--- src/rtl/c17_bist_pkg.sv ---
`default_nettype none
// ============================================================================
//  Module      : c17_bist_pkg
//  Description : Shared types and constants for the c17 BIST wrapper:
//                FSM state encoding, LFSR geometry and taps, MISR defaults,
//                and the LFSR step function.
//  Ports       : none (package)
//  Revision    : 1.0 - initial release
// ============================================================================
package c17_bist_pkg;

    typedef enum logic [1:0] {
        ST_IDLE = 2'd0,
        ST_RUN  = 2'd1,
        ST_DONE = 2'd2
    } state_t;

    // 5-bit Fibonacci LFSR, x^5 + x^3 + 1, maximal period 31
    localparam int c_lfsr_w     = 5;
    localparam int c_lfsr_tap_a = 4;
    localparam int c_lfsr_tap_b = 2;

    // Pattern counter width; covers NUM_PATTERNS up to 31 without wrapping
    localparam int c_cnt_w = 5;

    // MISR defaults (x^16 + x^12 + x^5 + 1)
    localparam int          c_def_sig_w     = 16;
    localparam logic [15:0] c_def_misr_poly = 16'h1021;

    function automatic logic [c_lfsr_w-1:0] lfsr_step(input logic [c_lfsr_w-1:0] s);
        return {s[c_lfsr_w-2:0], s[c_lfsr_tap_a] ^ s[c_lfsr_tap_b]};
    endfunction

endpackage
`default_nettype wire

--- src/rtl/c17_bist_ctrl_misr.sv ---
`default_nettype none
// ============================================================================
//  Module      : bist_misr
//  Description : Galois-style multiple-input signature register that folds a
//                2-bit response into its low bits each enabled cycle.
//  Ports       : clk     - clock, rising edge
//                rst_n   - synchronous active-low reset (clears signature)
//                clr     - synchronous clear, takes priority over en
//                en      - absorb din this cycle
//                din     - response bits {N22, N23}
//                sig     - current signature
//                sig_nxt - signature that would be loaded on an enabled edge
//  Revision    : 1.0 - initial release
// ============================================================================
module bist_misr
    import c17_bist_pkg::*;
#(
    parameter int               SIG_W     = c_def_sig_w,
    parameter logic [SIG_W-1:0] MISR_POLY = SIG_W'(c_def_misr_poly)
) (
    input  logic             clk,
    input  logic             rst_n,
    input  logic             clr,
    input  logic             en,
    input  logic [1:0]       din,
    output logic [SIG_W-1:0] sig,
    output logic [SIG_W-1:0] sig_nxt
);

    logic [SIG_W-1:0] r_sig;
    logic [SIG_W-1:0] w_sig_nxt;

    always_comb begin
        w_sig_nxt = {r_sig[SIG_W-2:0], 1'b0}
                  ^ (r_sig[SIG_W-1] ? MISR_POLY : '0)
                  ^ {{(SIG_W-2){1'b0}}, din};
    end

    always_ff @(posedge clk) begin
        if (!rst_n || clr) begin
            r_sig <= '0;
        end else if (en) begin
            r_sig <= w_sig_nxt;
        end
    end

    assign sig     = r_sig;
    assign sig_nxt = w_sig_nxt;

endmodule
`default_nettype wire

--- src/rtl/c17_bist_ctrl.sv ---
`default_nettype none
// ============================================================================
//  Module      : c17_bist_ctrl
//  Description : BIST wrapper for the c17 core. An LFSR drives the five c17
//                inputs, a MISR compacts the two responses, and a 3-state FSM
//                runs NUM_PATTERNS patterns per start pulse, then reports
//                done and pass (signature == GOLDEN_SIG).
//  Ports       : clk, rst_n (sync, active low), start
//                N1,N2,N3,N6,N7 - pattern bits 4..0 to c17
//                N22,N23        - c17 responses
//                busy, done, pass, sig[SIG_W-1:0]
//  Revision    : 1.0 - initial release
// ============================================================================
module c17_bist_ctrl
    import c17_bist_pkg::*;
#(
    parameter int                  NUM_PATTERNS = 31,
    parameter logic [c_lfsr_w-1:0] SEED         = 5'h01,
    parameter int                  SIG_W        = c_def_sig_w,
    parameter logic [SIG_W-1:0]    MISR_POLY    = SIG_W'(c_def_misr_poly),
    parameter logic [SIG_W-1:0]    GOLDEN_SIG   = '0
) (
    input  logic             clk,
    input  logic             rst_n,
    input  logic             start,
    output logic             N1,
    output logic             N2,
    output logic             N3,
    output logic             N6,
    output logic             N7,
    input  logic             N22,
    input  logic             N23,
    output logic             busy,
    output logic             done,
    output logic             pass,
    output logic [SIG_W-1:0] sig
);

    localparam logic [c_cnt_w-1:0] c_last = c_cnt_w'(NUM_PATTERNS - 1);

    state_t               r_state;
    state_t               w_state_nxt;
    logic [c_lfsr_w-1:0]  r_lfsr;
    logic [c_cnt_w-1:0]   r_count;
    logic                 r_pass;
    logic                 w_load;
    logic                 w_last;
    logic                 w_misr_en;
    logic [SIG_W-1:0]     w_sig_nxt;

    // ------------------------------------------------------------------
    // FSM: state register
    // ------------------------------------------------------------------
    always_ff @(posedge clk) begin
        if (!rst_n) begin
            r_state <= ST_IDLE;
        end else begin
            r_state <= w_state_nxt;
        end
    end

    // ------------------------------------------------------------------
    // FSM: next state and control strobes
    // ------------------------------------------------------------------
    always_comb begin
        w_state_nxt = r_state;
        w_load      = 1'b0;
        w_last      = 1'b0;
        w_misr_en   = 1'b0;
        case (r_state)
            ST_IDLE, ST_DONE: begin
                if (start) begin
                    w_state_nxt = ST_RUN;
                    w_load      = 1'b1;
                end
            end
            ST_RUN: begin
                w_misr_en = 1'b1;
                if (r_count == c_last) begin
                    w_last      = 1'b1;
                    w_state_nxt = ST_DONE;
                end
            end
            default: begin
                w_state_nxt = ST_IDLE;
            end
        endcase
    end

    // ------------------------------------------------------------------
    // Pattern generator, pattern counter and pass flag
    // ------------------------------------------------------------------
    always_ff @(posedge clk) begin
        if (!rst_n) begin
            r_lfsr  <= '0;
            r_count <= '0;
            r_pass  <= 1'b0;
        end else if (w_load) begin
            r_lfsr  <= SEED;
            r_count <= '0;
            r_pass  <= 1'b0;
        end else if (r_state == ST_RUN) begin
            // The step taken on the final edge is never absorbed: the MISR
            // freezes in DONE and the next start reloads SEED.
            r_lfsr  <= lfsr_step(r_lfsr);
            r_count <= r_count + 1'b1;
            if (w_last) begin
                // Compare the signature being loaded on this same edge so
                // that pass is valid in the first DONE cycle.
                r_pass <= (w_sig_nxt == GOLDEN_SIG);
            end
        end
    end

    // ------------------------------------------------------------------
    // Response compactor
    // ------------------------------------------------------------------
    bist_misr #(
        .SIG_W     (SIG_W),
        .MISR_POLY (MISR_POLY)
    ) u_misr (
        .clk     (clk),
        .rst_n   (rst_n),
        .clr     (w_load),
        .en      (w_misr_en),
        .din     ({N22, N23}),
        .sig     (sig),
        .sig_nxt (w_sig_nxt)
    );

    // ------------------------------------------------------------------
    // Outputs
    // ------------------------------------------------------------------
    assign {N1, N2, N3, N6, N7} = r_lfsr;
    assign busy = (r_state == ST_RUN);
    assign done = (r_state == ST_DONE);
    assign pass = r_pass;

endmodule
`default_nettype wire

--- config.mk ---
export PLATFORM = sky130hd
export DESIGN_NAME = c17_bist_ctrl
export DESIGN_NICKNAME = d
export VERILOG_FILES = /design/src/rtl/c17_bist_pkg.sv /design/src/rtl/c17_bist_ctrl_misr.sv /design/src/rtl/c17_bist_ctrl.sv
export SDC_FILE = /design/constraint.sdc
export NUM_CORES = 1
export LEC_CHECK = 0
export BUFFER_PORTS_ARGS = -buffer_cell sky130_fd_sc_hd__buf_2
export CORE_MARGIN = 2
export CORE_UTILIZATION = 35
export CTS_BUF_LIST = sky130_fd_sc_hd__clkbuf_4 sky130_fd_sc_hd__clkbuf_8
export DETAILED_ROUTE_END_ITERATION = 8
export GPL_TIMING_DRIVEN = 0
export HOLD_SLACK_MARGIN = 0.15
export SYNTH_ARGS = -nofsm -noshare
export SYNTH_HDL_FRONTEND = slang
export SYNTH_SLANG_ARGS = --single-unit
--- constraint.sdc ---
create_clock -name clk -period 2.85 [get_ports clk]
set_input_delay 0.1425 -clock clk [delete_from_list [all_inputs] [get_ports clk]]
set_output_delay 0.1425 -clock clk [all_outputs]
set_load 0.02 [all_outputs]
Yosys cells after proc, flatten, opt, wreduce, memory -nomap -nowiden:

Cells that the tools add are included.

* register bits after elaboration: 29
* word-level logic and storage cells: 36

* $add $sub $neg: 1
* equality and inequality tests: 5
* multiplexer cells: 11
* bitwise gates (word level): 4
* reduce and logical (&&, ||, !) cells: 9

Operators by type and width (number)
* $logic_not A16 Y1: 1
* $xor A16 B16 Y16: 1
* $xor A16 B2 Y16: 1
* $mux W13: 1
* $mux W1: 7
* $add A5 B1 Y5 const B: 1
* $eq A5 B5 Y1 const B: 1
* $mux W2: 2
* $pmux W2 S2: 1
* $reduce_and A2 Y1: 2
* $reduce_or A2 Y1: 2
* $eq A2 B1 Y1 const B: 1
* $eq A2 B2 Y1 const B: 1
* $logic_not A2 Y1: 1
* $ne A2 B1 Y1 const B: 1
* $ne A2 B2 Y1 const B: 1
* $reduce_bool A2 Y1: 1
* $logic_not A1 Y1: 1
* $logic_or A1 B1 Y1: 1
* $not A1 Y1: 1
* $xor A1 B1 Y1: 1

Depth between registers and ports, before layout:

Gate-level depths: netlist of the first run.

* word-level depth: 4
* gate-level depth with buffers: 6
* gate-level depth less buffers: 6

Modules after synthesis:

Synthesis of the first run repeated with hierarchy kept, for this count alone.

* cells, all modules: 141
* area, all modules: 1287.5 sq um

By module, submodules not included
* bist_misr: instances 1, cells each 73, area each 699.4 sq um
* c17_bist_ctrl: instances 1, cells each 68, area each 588.1 sq um

Worst setup path before layout of the first run:

No wires, ideal clock.

* path kind: flip-flop to flip-flop
* start: reg u_misr.r_sig[15] (netlist: u_misr.sig[15])
* end: reg r_pass (netlist: pass)
* library setup time: 0.069 ns
* data arrival time: 1.374 ns
* data required time: 2.781 ns
* path slack: 1.407 ns
* stages on the path, launching flop included: 6
* buffers on the path: 1
* clock period less this slack: 1.443 ns
* cell sequence: dfxtp_1 -> buf_6 -> and3_1 -> o211ai_1 -> or4_1 -> o21ai_1

* word-level cells in the longest chain between the ends: 4

Ends and longest elaborated chain
* start, declared: line c17_bist_ctrl_misr.sv:30 `logic [SIG_W-1:0] r_sig;`
* start signal, assigned: line c17_bist_ctrl_misr.sv:43 `r_sig <= w_sig_nxt;`
* $mux W13: line c17_bist_ctrl_misr.sv:35 `^ (r_sig[SIG_W-1] ? MISR_POLY : '0)`
* $xor A16 B16 Y16: line c17_bist_ctrl_misr.sv:35
* $xor A16 B2 Y16: line c17_bist_ctrl_misr.sv:36 `^ {{(SIG_W-2){1'b0}}, din};`
* $logic_not A16 Y1: line c17_bist_ctrl.sv:110 `r_pass <= (w_sig_nxt == GOLDEN_SIG);`
* end signal, assigned: line c17_bist_ctrl.sv:110
* end, declared: line c17_bist_ctrl.sv:45 `logic r_pass;`

No other way between the ends.
A chain may end at the register's enable or synchronous reset.

Final worst setup path of the first run:

* start: reg r_state[1]
* end: out busy

* word-level cells in the longest chain between the ends: 1

Ends and longest elaborated chain
* start, declared: line c17_bist_ctrl.sv:41 `state_t r_state;`
* start signal, assigned: line c17_bist_ctrl.sv:58 `r_state <= w_state_nxt;`
* $eq A2 B1 Y1: line c17_bist_ctrl.sv:135 `assign busy = (r_state == ST_RUN);`
* end, declared: line c17_bist_ctrl.sv:33 `output logic busy,`

No other way between the ends.

==> results of run 1 <==
## cell type report
| cell class | instances | area share, % |
|---|---|---|
| Sequential cell | 29 | 37.0 |
| Multi-Input combinational cell | 99 | 34.6 |
| Timing Repair Buffer | 32 | 11.5 |
| Buffer | 20 | 8.37 |
| Clock buffer | 7 | 4.14 |
| Tap cell | 46 | 3.67 |
| Inverter | 2 | 0.478 |
| Clock inverter | 1 | 0.319 |
## cells by family (layout without fill, tap and decap cells)
logic type               Yosys count  in the layout  share of synthesized area [%]
adder cells (fa/ha/maj)            2              2                           1.98
flip-flops                        29             29                           46.0
buffers and inverters             22             62                           11.0
AND/OR/NAND/NOR                   63             63                           23.0
AO/OA/AOI/OAI                     25             25                           11.8
XOR/XNOR                           9              9                           6.24
## metrics by stage
| stage | cell area [sq um] | setup slack [ns] | instances | utilization (%) | hold WS (ns) |
|---|---|---|---|---|---|
| 2_1_floorplan | 1260 | 1.41 | 150 | - | 0.289 |
| 3_5_place_dp | 1460 | 1.36 | 224 | 43.1 | 0.449 |
| 4_1_cts | 1570 | 1.17 | 236 | 46.3 | 0.465 |
| 6_report | 1570 | 1.18 | 236 | 46.3 | 0.465 |
| 5_1_grt | 1570 | 1.07 | 236 | 46.3 | 0.495 |
| 3_3_place_gp | 1460 | 1.38 | 224 | 43.1 | 0.427 |
## layer usage
| metal | part of all wire, % | track usage, % |
|---|---|---|
| met5 | 0 | 0 |
| met4 | 0.72 | 4.89 |
| met3 | 4.9 | 5.81 |
| met2 | 46 | 22.5 |
| met1 | 48 | 17.7 |
## worst max-delay path: cells and delay by family (launching register included)
family,cells,cell delay (ns)
flops,1,0.32
buf+inv,3,0.69
simple gates,1,0.19
## cell usage in the layout, fill, tap and decap left out, types with 2 or more instances in the layout
cell / n
xor2_1: 5
nor3_1: 2
nor4_2: 2
clkbuf_4: 5
dfxtp_1: 29
nand2_1: 36
a211oi_1: 4
buf_4: 12
xnor2_1: 4
buf_2: 31
clkbuf_8: 2
nor2_1: 10
nand2b_1: 3
dlygate4sd3_1: 4
ha_1: 2
a21oi_1: 16
buf_1: 3
nand4_1: 4
## registers in the layout, summed over array words and instances (netlist names)
name / flops
u_misr.sig: 16
r_count: 5
r_lfsr: 5
r_state: 2
pass: 1
## worst min-delay path by stage
| stage | cells past startpoint | slack, ns | to |
|---|---|---|---|
| 3_5_place_dp | 2 | 0.45 | r_lfsr[0] |
| 6_report | 2 | 0.47 | r_lfsr[4] |
| 3_3_place_gp | 3 | 0.43 | r_state[1] |
| 2_1_floorplan | 1 | 0.29 | r_lfsr[0] |
| 5_1_grt | 2 | 0.49 | r_lfsr[2] |
| 4_1_cts | 2 | 0.46 | r_lfsr[4] |
## synth_stat cells, types with 3 or more instances
master / n / area share, %
a211oi_1: 4 / 2.4
a21oi_1: 16 / 6.3
buf_1: 3 / 0.89
buf_2: 3 / 1.2
buf_4: 12 / 7.1
dfxtp_1: 29 / 46
nand2_1: 36 / 11
nand2b_1: 3 / 1.5
nand4_1: 4 / 2.0
nor2_1: 10 / 3.0
xnor2_1: 4 / 2.8
xor2_1: 5 / 3.5
## power by group
group          internal (W)  total (W)  switching, W  leakage (nW)
sequential         0.000414   0.000423    0.00000919         0.235
clock              0.000143   0.000282      0.000139        0.0413
combinational     0.0000322  0.0000841     0.0000519         0.405
==> impl_metrics.toml, run 1 <==
[worst_setup_path]
arrival_ns = 1.53
crit_path_max_incr_delay_ns = 0.35
rr_worst_depth = 4
critPathSlowestCell = "clkbuf_1"
worstSetupStartpoint = "r_state[1]"
cp-end-kind = "output port"
start_kind = "flip-flop"
crit_end = "busy"
path_cells = "nand2b_1, inv_2, clkbuf_1, buf_2"
reg2reg_to = "pass"
required_ns = 2.71
r2r-start = "u_misr.sig[5]"
r2r_slack_ns = 1.35
cp_max_fo = 10
worstSetupPathType = "reg2out"

[synth]
ys_async_sr_fraction_pct = 0
seq_area_frac_synth_pct = 46.0
netlist_area_sq_um = 1260
ys.flop_type = "dfxtp_1"
postSynthCellCount = 150
ys_types = 30
syn_avg_cell_area_sq_um = 8.42
syn_nets = 157
synth_warnings = 0
synth_edf_count = 0
synth_seq_cells = 29

[cells_and_area]
multi_input_area_sq_um = 543
nets = 196
seq_area_sq_um = 581
area_growth_pct = 24.4
drive_above_1_share_pct = 30.5
antenna_cells = 0
nFillCells = 347

[floorplan]
start_util_pct = 37.2
die-area_sq_um = 4100
die_w_microns = 64.1
die_h_microns = 64.1
num_rows = 21
core_area_sq_um = 3390
ios = 29

[power]
leakagePower_nw = 0.681
total_power_w = 0.000789
peakVddDrop_v = 0.000316
power.density_nw_per_um2 = 502

[clock_network]
cts_root_buffer = "clkbuf_4"
cts_max_level = 2
clockBufferDepth = 2
cts_tree = "done"
post_cts_resized = 0
cts_setup_buffers = 0
cts_sinks = 29
insertion_delay_ns = 0.33
path_clk_slew_ns = 0.09
cts_made_buffers = 5
cts_hold_buf = 4

[global_route]
grt-ovfl-total = 0
antenna_found_initial = 0
grt_pass1_wl_microns = 4520
grt_start_max_net_pins = 11
grt_use_total_pct = 14.3
grt_pass1_vias = 1024

[hold_path]
hp-class = "reg2reg"
min_from = "r_lfsr[3]"

[status]
status = "finished, final reports clean"

[detailed_routing]
drt_wl_total_microns = 2630
first_pass_iters = 4
drc_errors = 0
routedWlPerCell_microns = 11.1
drtAntennaViolNets = 0
vias_per_cell = 4.58
drt-initial-drc-count = 44
num_vias = 1082

[placement]
place.detailed.hpwl_microns = 1920
gp_congestion = 0.768
portBuffers = 28

[sta]
rsz0062_at_grt = "no"
slew_violations = 0
period_needed_ns = 1.67
finalSetupTns_ns = 0
post-route-period-util_pct = 58.5
relSlewSlack_pct = 69.7
worstMarginPinSlew_ns = 0.454
hold_violations = 0
setup_viol = 0
fmax_mhz = 599
clock_skew_ns = 0.00991

[run]
maxCapViolCount = 0
Power figures use the tool's default switching activity.
==> run 2: changes to the inputs <==
==> constraint.sdc (replaced) <==
create_clock -name clk -period 1.6 [get_ports clk]
set_input_delay 0.08 -clock clk [delete_from_list [all_inputs] [get_ports clk]]
set_output_delay 0.08 -clock clk [all_outputs]
set_load 0.02 [all_outputs]
==> run 2 against run 1 <==
Combinational power is 72% higher; worst hold slack better by 0.0021 ns; clock skew fell by 0.0013 ns; clock power is 79% higher; worst setup slack lost 1.1 ns; sequential power increased by 78%; largest cell class unchanged.
==> impl_metrics.toml, run 2 (same netlist as run 1, synthesis figures left out) <==
[floorplan]
core_area_sq_um = 3390
die_w_microns = 64.1
start_util_pct = 37.2
die-area_sq_um = 4100
ios = 29
die_h_microns = 64.1
num_rows = 21

[detailed_routing]
drtAntennaViolNets = 0
num_vias = 1080
drt_wl_total_microns = 2640
vias_per_cell = 4.64
drc_errors = 0
drt-initial-drc-count = 41
routedWlPerCell_microns = 11.3
first_pass_iters = 4

[power]
switchingPower_w = 0.000358
internal-power_w = 0.00105
p_sw_share_pct = 25.5
power.density_nw_per_um2 = 901
pwr-share-seq_pct = 53.7
power.share.clock_pct = 36.0
peakVddDrop_v = 0.000566
p_comb_share_pct = 10.3
leakagePower_nw = 0.674

[clock_network]
cts_root_buffer = "clkbuf_4"
clockBufferDepth = 2
cts_made_buffers = 5
path_clk_slew_ns = 0.09
cts_setup_buffers = 0
cts_max_level = 2
cts_sinks = 29
cts_tree = "done"
post_cts_resized = 0
insertion_delay_ns = 0.33

[cells_and_area]
final_cell_mix = "nand2_1 (36), buf_2 (30), dfxtp_1 (29)"
antenna_cells = 0
nets = 193
area_growth_pct = 23.4
fin_cells = 233
largest_reg_flops = 16
final_common_cell = "nand2_1"
drive_above_1_share_pct = 30.5

[global_route]
grt_pass1_vias = 1024
grt_pass1_wl_microns = 4520
grt-ovfl-total = 0
antenna_found_initial = 0
grt_use_total_pct = 14.3
grt_start_max_net_pins = 14
met1_usage_pct = 17.7
busiest_layer = "met2"
use_met3_pct = 5.81
use_met2_pct = 22.5

[worst_setup_path]
cp-end-kind = "flip-flop"
cp_max_fo = 4
worstSetupPathType = "reg2reg"
start_kind = "flip-flop"
arrival_ns = 1.78
required_ns = 1.87

[run]
maxCapViolCount = 0

[status]
status = "finished, final reports clean"

[hold_path]
hp-class = "reg2reg"

[sta]
hold_violations = 0
worstMarginPinSlew_ns = 0.453
clock_skew_ns = 0.00863
finalSetupTns_ns = 0
fmax_mhz = 664
rsz0062_at_grt = "no"
period_needed_ns = 1.51
setup_viol = 0
post-route-period-util_pct = 94.1
relSlewSlack_pct = 69.8
hold_slack_ns = 0.467
slew_violations = 0

[placement]
place.detailed.hpwl_microns = 1920
placed_cells = 224
gp_congestion = 0.768
portBuffers = 28
[run 2: cell count changes in the layout (fill, tap and decap cells not counted)]
cell      change
buf_1         -1
buf_2         -1
clkbuf_1      -1
[run 2: path summary, 6_finish.rpt]
path | startpoint | endpoint | slack (ns) | cells past startpoint
hold reg to reg | r_lfsr[3] | r_lfsr[4] | 0.47 | 2
setup reg to reg | u_misr.sig[5] | pass | 0.09 | 4
hold / removal | r_lfsr[3] | r_lfsr[4] | 0.47 | 2
setup / recovery | u_misr.sig[5] | pass | 0.09 | 4
[run 2: routing by layer]
metal | share of wire, % | up-vias
li1 | - | 560
met1 | 49 | 489
met2 | 45 | 24
met3 | 4.4 | 7
met4 | 1.7 | 0
met5 | 0 | -
[run 2: layout make-up]
class / instances / area (sq um)
Tap cell: 46 / 57.6
Clock inverter: 1 / 5.00
Fill cell: 348 / 1830
Inverter: 2 / 7.51
Multi-Input combinational cell: 99 / 543
Clock buffer: 7 / 65.1
Sequential cell: 29 / 581
Buffer: 17 / 119
Timing Repair Buffer: 32 / 180
[run 2: power groups by stage]
stage / clock [W] / sequential (W) / combinational, W
4_1_cts: 0.000520 / 0.000754 / 0.000150
3_3_place_gp: 0 / 0.000769 / 0.000141
3_5_place_dp: 0 / 0.000771 / 0.000143
5_1_grt: 0.000554 / 0.000757 / 0.000163
6_report: 0.000505 / 0.000754 / 0.000145
2_1_floorplan: 0 / 0.000772 / 0.0000967
[run 2: what timing repair did]
| action | in CTS | in global routing |
|---|---|---|
| endpoints found under the hold margin | 9 | 0 |
| pin swaps | 0 | 0 |
| setup endpoints to repair | 1 | 9 |
| gates cloned | 0 | 0 |
| hold buffers | 4 | 0 |
[run 2: critical path, stage by stage, from the launching register on]
cell and delay, ns:
dfxtp_1 0.38, nor4_2 0.30, o211ai_1 0.12, or4_1 0.51
o21ai_1 0.14
[run 2: through the flow]
step                      util (%)  setup WS, ns  total power [W]  instance area [sq um]
after floorplan                  -         0.157         0.000869                   1260
after global placement        43.1         0.126         0.000911                   1460
after detailed placement      43.1         0.110         0.000913                   1460
after CTS                     46.2        0.0708          0.00142                   1570
after global routing          46.0        0.0240          0.00147                   1560
final                         46.0        0.0938          0.00140                   1560
